<file path="src/rtl/cp0_exc_sequencer.sv">
// -----------------------------------------------------------------------------
// cp0_exc_sequencer
//
// Exception / ERET sequencer on the initiator side of the CP0 register block.
// It watches the MEM-stage exception flags and the CP0 Status/Cause/EPC values
// and picks the highest-priority event: interrupt, RI, Ov, Tr, Sys, then ERET.
// The sequencer then drives the single CP0 write port over several cycles,
// pulses the Cause side-band fields, and stalls, flushes and redirects the
// pipeline.
//
//   exception : IDLE -> WR_EPC -> WR_STATUS -> REDIRECT -> IDLE  (flush at N+3)
//   ERET      : IDLE -> ER_STATUS -> REDIRECT -> IDLE            (flush at N+2)
//
// Build option:
//   CP0_DSLOT_BD_EN  when defined, an instruction in a delay slot saves
//                    EPC = pc - 4 and sets BD. When undefined, mem_in_dslot_i
//                    is ignored, so EPC = pc and BD = 0.
//
// Ports:
//   clk, rst              clock; synchronous active-high reset
//   status_i/cause_i/epc_i  current CP0 register values
//   mem_valid_i           MEM stage holds a valid instruction
//   mem_pc_i              MEM instruction address
//   mem_in_dslot_i        MEM instruction sits in a branch delay slot
//   exc_*_i               RI / Ov / Tr / Sys / ERET flags from MEM
//   cp0_we_o/waddr_o/wdata_o  CP0 write port (addr/data are 0 when we=0)
//   exc_valid_o           one-cycle pulse; CP0 loads Cause.ExcCode and Cause.BD
//   exccode_o, bd_o       Cause fields that go with exc_valid_o
//   stall_o               hold the pipeline while a sequence runs
//   flush_o, new_pc_o     one-cycle flush and the redirect target
// All outputs are registered.
// -----------------------------------------------------------------------------
module cp0_exc_sequencer #(
   parameter logic [31:0] EXC_VECTOR = 32'h0000_0020,
   parameter logic [4:0]  REG_EPC    = 5'd14,
   parameter logic [4:0]  REG_STATUS = 5'd12
) (
   input  logic        clk,
   input  logic        rst,
   input  logic [31:0] status_i,
   input  logic [31:0] cause_i,
   input  logic [31:0] epc_i,
   input  logic        mem_valid_i,
   input  logic [31:0] mem_pc_i,
   input  logic        mem_in_dslot_i,
   input  logic        exc_ri_i,
   input  logic        exc_ov_i,
   input  logic        exc_tr_i,
   input  logic        exc_sys_i,
   input  logic        exc_eret_i,
   output logic        cp0_we_o,
   output logic [4:0]  cp0_waddr_o,
   output logic [31:0] cp0_wdata_o,
   output logic        exc_valid_o,
   output logic [4:0]  exccode_o,
   output logic        bd_o,
   output logic        stall_o,
   output logic        flush_o,
   output logic [31:0] new_pc_o
);

   typedef enum logic [2:0] {
      S_IDLE,
      S_WR_EPC,
      S_WR_STATUS,
      S_ER_STATUS,
      S_REDIRECT
   } state_t;

   localparam logic [4:0]  CODE_INT = 5'h00;
   localparam logic [4:0]  CODE_SYS = 5'h08;
   localparam logic [4:0]  CODE_RI  = 5'h0A;
   localparam logic [4:0]  CODE_OV  = 5'h0C;
   localparam logic [4:0]  CODE_TR  = 5'h0D;
   localparam logic [31:0] EXL_MASK = 32'h0000_0002;

   state_t      state_q;
   logic [4:0]  code_q;
   logic        bd_q;

   logic        we_q;
   logic [4:0]  waddr_q;
   logic [31:0] wdata_q;
   logic        exc_valid_q;
   logic [4:0]  exccode_q;
   logic        bd_out_q;
   logic        stall_q;
   logic        flush_q;
   logic [31:0] new_pc_q;

   logic        irq_pend_d;
   logic        exc_any_d;
   logic [4:0]  code_d;
   logic [31:0] epc_lat_d;
   logic        bd_d;
   logic        unused_bits;

   // Interrupts are taken only with IE=1, EXL=0 and a pending line that is unmasked.
   assign irq_pend_d = status_i[0] & ~status_i[1] & (|(cause_i[15:8] & status_i[15:8]));

   // Priority select; ERET is handled separately and loses to any exception.
   always_comb begin
      exc_any_d = 1'b1;
      code_d    = CODE_INT;
      if (irq_pend_d)     code_d = CODE_INT;
      else if (exc_ri_i)  code_d = CODE_RI;
      else if (exc_ov_i)  code_d = CODE_OV;
      else if (exc_tr_i)  code_d = CODE_TR;
      else if (exc_sys_i) code_d = CODE_SYS;
      else                exc_any_d = 1'b0;
   end

`ifdef CP0_DSLOT_BD_EN
   // A delay-slot instruction restarts at its branch, one word earlier.
   assign epc_lat_d   = mem_in_dslot_i ? (mem_pc_i - 32'd4) : mem_pc_i;
   assign bd_d        = mem_in_dslot_i;
   assign unused_bits = ^{cause_i[31:16], cause_i[7:0]};
`else
   assign epc_lat_d   = mem_pc_i;
   assign bd_d        = 1'b0;
   assign unused_bits = ^{cause_i[31:16], cause_i[7:0], mem_in_dslot_i};
`endif

   // Outputs are registered together with the state transition, so each
   // state's outputs are visible during the cycle spent in that state.
   always_ff @(posedge clk) begin
      if (rst) begin
         state_q     <= S_IDLE;
         code_q      <= 5'd0;
         bd_q        <= 1'b0;
         we_q        <= 1'b0;
         waddr_q     <= 5'd0;
         wdata_q     <= 32'd0;
         exc_valid_q <= 1'b0;
         exccode_q   <= 5'd0;
         bd_out_q    <= 1'b0;
         stall_q     <= 1'b0;
         flush_q     <= 1'b0;
         new_pc_q    <= 32'd0;
      end else begin
         we_q        <= 1'b0;
         waddr_q     <= 5'd0;
         wdata_q     <= 32'd0;
         exc_valid_q <= 1'b0;
         exccode_q   <= 5'd0;
         bd_out_q    <= 1'b0;
         stall_q     <= 1'b0;
         flush_q     <= 1'b0;
         new_pc_q    <= 32'd0;
         case (state_q)
            S_IDLE: begin
               if (mem_valid_i && exc_any_d) begin
                  code_q  <= code_d;
                  bd_q    <= bd_d;
                  state_q <= S_WR_EPC;
                  we_q    <= 1'b1;
                  waddr_q <= REG_EPC;
                  wdata_q <= epc_lat_d;
                  stall_q <= 1'b1;
               end else if (mem_valid_i && exc_eret_i) begin
                  state_q <= S_ER_STATUS;
                  we_q    <= 1'b1;
                  waddr_q <= REG_STATUS;
                  wdata_q <= status_i & ~EXL_MASK;
                  stall_q <= 1'b1;
               end
            end
            S_WR_EPC: begin
               state_q     <= S_WR_STATUS;
               we_q        <= 1'b1;
               waddr_q     <= REG_STATUS;
               wdata_q     <= status_i | EXL_MASK;
               exc_valid_q <= 1'b1;
               exccode_q   <= code_q;
               bd_out_q    <= bd_q;
               stall_q     <= 1'b1;
            end
            S_WR_STATUS: begin
               state_q  <= S_REDIRECT;
               flush_q  <= 1'b1;
               stall_q  <= 1'b1;
               new_pc_q <= EXC_VECTOR;
            end
            S_ER_STATUS: begin
               // EPC is captured here as the ERET return target.
               state_q  <= S_REDIRECT;
               flush_q  <= 1'b1;
               stall_q  <= 1'b1;
               new_pc_q <= epc_i;
            end
            S_REDIRECT: begin
               state_q <= S_IDLE;
            end
            default: begin
               state_q <= S_IDLE;
            end
         endcase
      end
   end

   assign cp0_we_o    = we_q;
   assign cp0_waddr_o = waddr_q;
   assign cp0_wdata_o = wdata_q;
   assign exc_valid_o = exc_valid_q;
   assign exccode_o   = exccode_q;
   assign bd_o        = bd_out_q;
   assign stall_o     = stall_q;
   assign flush_o     = flush_q;
   assign new_pc_o    = new_pc_q;

endmodule

</file>
<file path="config.mk">
export PLATFORM = sky130hd
export DESIGN_NAME = cp0_exc_sequencer
export DESIGN_NICKNAME = d
export VERILOG_FILES = /design/src/rtl/cp0_exc_sequencer.sv
export SDC_FILE = /design/constraint.sdc
export NUM_CORES = 1
export LEC_CHECK = 0
export CAP_MARGIN = 20
export CELL_PAD_IN_SITES_DETAIL_PLACEMENT = 0
export CELL_PAD_IN_SITES_GLOBAL_PLACEMENT = 2
export CORE_MARGIN = 4
export CORE_UTILIZATION = 16
export DETAILED_ROUTE_END_ITERATION = 12
export HOLD_SLACK_MARGIN = 0.05
export PLACE_DENSITY = 0.75
export SKIP_LAST_GASP = 1
export SLEW_MARGIN = 30
export SYNTH_ARGS = -nofsm -noshare
export SYNTH_HDL_FRONTEND = slang
export SYNTH_SLANG_ARGS = --single-unit
</file>
<file path="constraint.sdc">
create_clock -name clk -period 1.7 [get_ports clk]
set_clock_uncertainty 0.15 [all_clocks]
set_input_delay 0.17 -clock clk [delete_from_list [all_inputs] [get_ports clk]]
set_output_delay 0.17 -clock clk [all_outputs]
set_load 0.05 [all_outputs]
</file>
=== Word-level counts from Yosys, hierarchy flattened ===
Cells that the tools add are included.

* Word-level logic and storage cells: 53
* Input bits: 137
* Register bits after elaboration: 86
* Output and inout bits: 79

* Reduce and logical (&&, ||, !) cells: 8
* Eq/ne operators: 4
* Bitwise gates (word level): 5
* Multiplexer cells: 26

{| class="wikitable"
|+ Operators with widths
! cell !! count
|-
| one-hot mux 32 bit (2 select lines) || 2
|-
| two-way mux 32 bit || 2
|-
| two-way mux 4 bit || 6
|-
| two-way mux 1 bit || 9
|-
| one-hot mux 3 bit (3 select lines) || 1
|-
| AND 8 bit || 1
|-
| one-hot mux 4 bit (2 select lines) || 1
|-
| OR reduction 8 bit || 1
|-
| == test 3 x 2 -> 1 bit, second input constant || 2
|-
| two-way mux 3 bit || 2
|-
| two-way mux 5 bit || 1
|-
| one-hot mux 1 bit (2 select lines) || 2
|-
| OR reduction 2 bit || 2
|-
| == test 3 x 1 -> 1 bit, second input constant || 1
|-
| logical NOT 3 bit || 1
|-
| != test 3 bit, second input constant || 1
|-
| OR reduction 3 bit || 1
|-
| AND 1 bit || 2
|-
| logical AND 1 bit || 2
|-
| inverter 1 bit || 2
|-
| AND reduction 2 bit || 1
|}

=== Depth between registers and ports, before layout ===
* Word-level depth: 8
* Gate-level depth with buffers: 7
* Mapped depth without buffers: 5

=== Worst setup path after synthesis ===
OpenSTA, ideal clock, no wires.

* Path type: reg-to-reg
* Start point: register state_q[2]
* End point: register wdata_q[10] (netlist: cp0_wdata_o[10])
* Stages on the path, launching flop included: 8
* Path buffers: 2
* Library setup time: 59 ps
* Data required time: 1491 ps
* Arrival time: 1426 ps
* Clock period less this slack: 1634 ps
* Setup slack: 66 ps
* Cells stage by stage: dfxtp_1 -> buf_2 -> nor2_1 -> and3_1 -> nand2_1 -> o21bai_4 -> buf_6 -> a22o_1

* Cells in the longest elaborated chain, start to end: 2

{| class="wikitable"
|+ RTL lines
! what !! RTL line !! text
|-
| from (decl) || 77 || <nowiki>state_t state_q;</nowiki>
|-
| from (signal assigned) || 128 || <nowiki>state_q <= S_IDLE;</nowiki>
|-
| from (signal assigned) || 155 || <nowiki>state_q <= S_WR_EPC;</nowiki>
|-
| from (signal assigned) || 161 || <nowiki>state_q <= S_ER_STATUS;</nowiki>
|-
| == test 3 x 1 -> 1 bit or logical NOT 3 bit (tied branches) || 150 || <nowiki>case (state_q)</nowiki>
|-
| one-hot mux 32 bit (2 select lines) * || 150 ||
|-
| to (signal assigned) || 158 || <nowiki>wdata_q <= epc_lat_d;</nowiki>
|-
| to (signal assigned) || 164 || <nowiki>wdata_q <= status_i & ~EXL_MASK;</nowiki>
|-
| to (signal assigned) || 172 || <nowiki>wdata_q <= status_i | EXL_MASK;</nowiki>
|-
| to (decl) || 83 || <nowiki>logic [31:0] wdata_q;</nowiki>
|}

Every way passes the cells marked *; elsewhere a longest branch is shown, timed or not.
A chain may end at the register's enable or synchronous reset.

=== Worst setup path after layout ===
* Start point: input cause_i[12]
* End point: register code_q[2]

* Cells in the longest elaborated chain, start to end: 6

{| class="wikitable"
|+ RTL lines
! what !! RTL line !! text
|-
| from (decl) || 41 || <nowiki>input logic [31:0] cause_i,</nowiki>
|-
| AND 8 bit * || 99 || <nowiki>assign irq_pend_d = status_i[0] & ~status_i[1] & (|(cause_i[15:8] & status_i[15:8]));</nowiki>
|-
| OR reduction 8 bit * || 99 ||
|-
| AND 1 bit * || 99 ||
|-
| two-way mux 1 bit || 105 || <nowiki>if (irq_pend_d) code_d = CODE_INT;</nowiki>
|-
| logical AND 1 bit || 152 || <nowiki>if (mem_valid_i && exc_any_d) begin</nowiki>
|-
| AND reduction 2 bit (no line) || -- ||
|-
| to (signal assigned) || 153 || <nowiki>code_q <= code_d;</nowiki>
|-
| to (decl) || 78 || <nowiki>logic [4:0] code_q;</nowiki>
|}

Marks and branches as above.

==> results.md <==
* Total GRT Usage at 11.00%
* R2r startpoint: state_q[1]$_SDFFE_PP0P_
* IO buf count at ~190
* Global route overflow at 0
* Crit path cell chain: clkdlybuf4s50_1 > a221oi_2 > a21oi_2 > buf_6 > buf_6 > buf_4 > o31ai_2
* RSZ-0062 raised after global routing: false
* Synth Register Bits at 81
* Number of routed nets with antenna violations at 0
* WP data required at 1790 ps
* Final min period at between 1500 and 2000 ps
* R2R Path End: cp0_wdata_o[8]$_SDFF_PP0_
* Initial antenna violation count at 0
* Pwr Total at approximately 4900 uW
* H-tree depth reported by CTS at 3
* # IOs at 216
* NumNets Final at between 500 and 600
* Pint at 3505 uW
* Number of buffers created by CTS at 9
* First-pass DRT Iterations at 4
* Worst path top cell family by delay: buffers and inverters
* Final Hold Viols at 0
* R2R depth at 7
* Slew Limit Fails at 0
* CP Class: input port to flip-flop
* WL met3 at 1053 um
* Post-synth EDFFs at 0
* Initial Util at approximately 16%
* Core ar. at 15940 sq um
* Cells after synthesis at between 200 and 250
* Top cells by count, synth: 81 x dfxtp_1, 36 x and2_1, 32 x a22o_1, 7 x nor2_1, 6 x buf_6
* Clock latency on the worst-skew pair at 340 ps
* Met2 WL at 5328 um
* Die area at 18420 sq um
* Placer Congestion at 0.7710
* Yosys warns at 0
* Area contributors post-synth: dfxtp_1 62%, a22o_1 11%, and2_1 8.6%
* Height of the die at 135.7 um
* Mapped Area at 2610 sq um
* Sw Share at between 20% and 30%
* Startpoint types: input port
* Routed len/inst at 15.70 um
* Setup-failing EPs final at 0
* Most used flip-flop cell after synthesis: dfxtp_1
* Net Switching at about 1400 uW
* Max-cap violations at 0
* Outcome: finished clean
* Avg Cell Area, Syn at about 12 sq um
* Final period util at 96.45%
* Total Wirelength at 10500 um
* Clock network power share at 38.3%
* Vias at 2514
* Clock slew at reported path FFs at 60 ps
* Most common cell in the netlist: dfxtp_1
* Worst-case clock buffer depth at 2
* Area growth from synthesis to layout at 101.6%
* CP arrival at 1730 ps
* Uppermost routed layer: met4
* Largest net degree at the start of global routing at 32
* WP buf/inv at 4
* WHS at 79.73 ps
* Seq pwr share at 41.2%
* Most used cell, CP: buf_6
* DPL Wire Length at 7440 um
* Leakage at 0.002306 uW
* Distinct cells, synth at 38
* Reg2reg setup slack at approximately 90 ps
* Cell Rows at 46
* Worst Path Max Fanout at 6
* Worst setup EP type: flip-flop
* Comb pwr share at between 20% and 30%
* Min-Delay Endpoint: cp0_wdata_o[8]$_SDFF_PP0_
* Clock Root Buffer: clkbuf_16
* Hold Crit Class: input port to flip-flop
* Pwr/cell area at 929.6 nW/um^2
* Yosys top cell by area: dfxtp_1
* Vias in the first global route at between 2000 and 3000
* Max Fclk at 609.9 MHz
* Ys async rst share at 0%
* # DRC at 0
* Diodes inserted at 0
* Starting DRT DRC Count at 60
* First-pass GRT wire length at 15180 um
* Worst Hold Depth at 2
* Share of cells above drive strength 1 at 32.67%
* Routed vias/inst at 3.758
* Sinks on Clock Net at 81
* Metal1 wirelength at 4021 um
* Hold Crit Start: status_i[8]
* Critical path's slowest cell: clkdlybuf4s50_1
* Seq/Total Area, Yosys at approximately 62%
* Post-synth top area share at around 62%
* CP peak stage delay at 430 ps
* CTS tree: yes
* Die Wd at 135.7 um
* Max VDD drop at 0.0004374 V
[per-layer routing]
layer | global-route usage, % | up-vias
met2 | 19.47 | 119
met5 | 0 | -
met3 | 5.089 | 9
met1 | 11.83 | 1159
li1 | - | 1227
met4 | 2.912 | 0
[placed cells by master (no fill, tap or decap), drive strengths merged, types with 2 or more instances in the layout]
| cell | instances |
|---|---|
| dlygate4sd3 | 5 |
| a22o | 32 |
| dfxtp | 81 |
| nor4 | 3 |
| dlymetal6s2s | 5 |
| o31ai | 2 |
| and2 | 36 |
| buf | 111 |
| clkbuf | 10 |
| a221oi | 2 |
| dlygate4sd2 | 8 |
| o21ai | 2 |
| nand2b | 2 |
| clkdlybuf4s50 | 98 |
| a21o | 6 |
| a21oi | 5 |
| clkinv | 2 |
| nor3 | 3 |
| nor2 | 7 |
| a211oi | 2 |
| conb | 4 |
| and3 | 2 |
| inv | 6 |
| nand2 | 4 |
| clkinvlp | 2 |
[stage by stage]
step | cells | worst slack [ps] | TNS (ps) | utilization [%] | cell area [sq um]
2_1_floorplan | 221 | 65.65 | 0 | - | 2621
3_3_place_gp | 636 | -484.8 | -18590 | 29.35 | 4679
3_5_place_dp | 636 | -564.6 | -20550 | 29.35 | 4679
4_1_cts | 667 | 3.924 | 0 | 32.65 | 5205
5_1_grt | 669 | 3.759 | 0 | 33.00 | 5261
6_report | 669 | 60.31 | 0 | 33.00 | 5261
[logic make-up after synthesis]
| kind of cell | after synthesis | share of synthesized area (%) |
|---|---|---|
| DFF | 81 | 62.13 |
| other | 1 | 0.1437 |
| AOI/OAI and AO/OA | 56 | 18.50 |
| buffers and inverters | 19 | 5.225 |
| muxes | 1 | 0.3835 |
| and+or+nand+nor | 60 | 13.61 |
[worst max-delay path by stage]
| stage | startpoint | to | slack (ps) | cells after the start |
|---|---|---|---|---|
| 2_1_floorplan | state_q[2]$_SDFFE_PP0P_ | cp0_wdata_o[10]$_SDFF_PP0_ | 70 | 7 |
| 3_3_place_gp | status_i[10] | stall_o$_SDFF_PP0_ | -480 | 8 |
| 3_5_place_dp | status_i[10] | code_q[0]$_SDFFE_PP0P_ | -560 | 7 |
| 4_1_cts | exc_ov_i | cp0_wdata_o[12]$_SDFF_PP0_ | 4 | 8 |
| 5_1_grt | status_i[12] | cp0_wdata_o[2]$_SDFF_PP0_ | 4 | 8 |
| 6_report | cause_i[12] | code_q[2]$_SDFFE_PP0P_ | 60 | 7 |
[power by group through the flow]
stage	clock (uW)	sequential, uW	combinational, uW
final	1870	2010	1010
after global routing	2020	2020	1060
after CTS	1930	2010	1000
after detailed placement	0	2060	924
after global placement	0	2060	915
after floorplan	0	2310	197
[worst reg2reg max path, stage by stage, from the launching register on]
cell and delay, ps:
dfxtp_1 350, buf_4 150, nand2b_4 150, nor3_4 50, o21bai_4 170, buf_4 150, buf_4 140, a22o_1 190
[flip-flops by register name (all words and copies together) (netlist names), 2 cells and up]
register	count
new_pc_o	32
cp0_wdata_o	32
state_q	3
code_q	4
cp0_waddr_o	2
exccode_o	4
[timing repair]
| item | 4_1_cts | 5_1_grt |
|---|---|---|
| endpoints found under the hold margin | 3 | 2 |
| setup endpoints to repair | 36 | 37 |
| pin swaps | 28 | 5 |
| gates resized for setup | 28 | 10 |
| setup buffers | 7 | 0 |
| hold buffers | 3 | 2 |
| gates cloned | 5 | 0 |
[final cells by class]
type                    count  area [sq um]
fillers                  1616         10680
repair buffers            227          2049
flip-flops and latches     81          1622
multi-input cells         125          1016
well taps                 216         270.3
clock buffers              10         239.0
clock inverters             6         50.05
inverters                   4         15.01
Note: power is estimated with default switching activity, not from simulation.
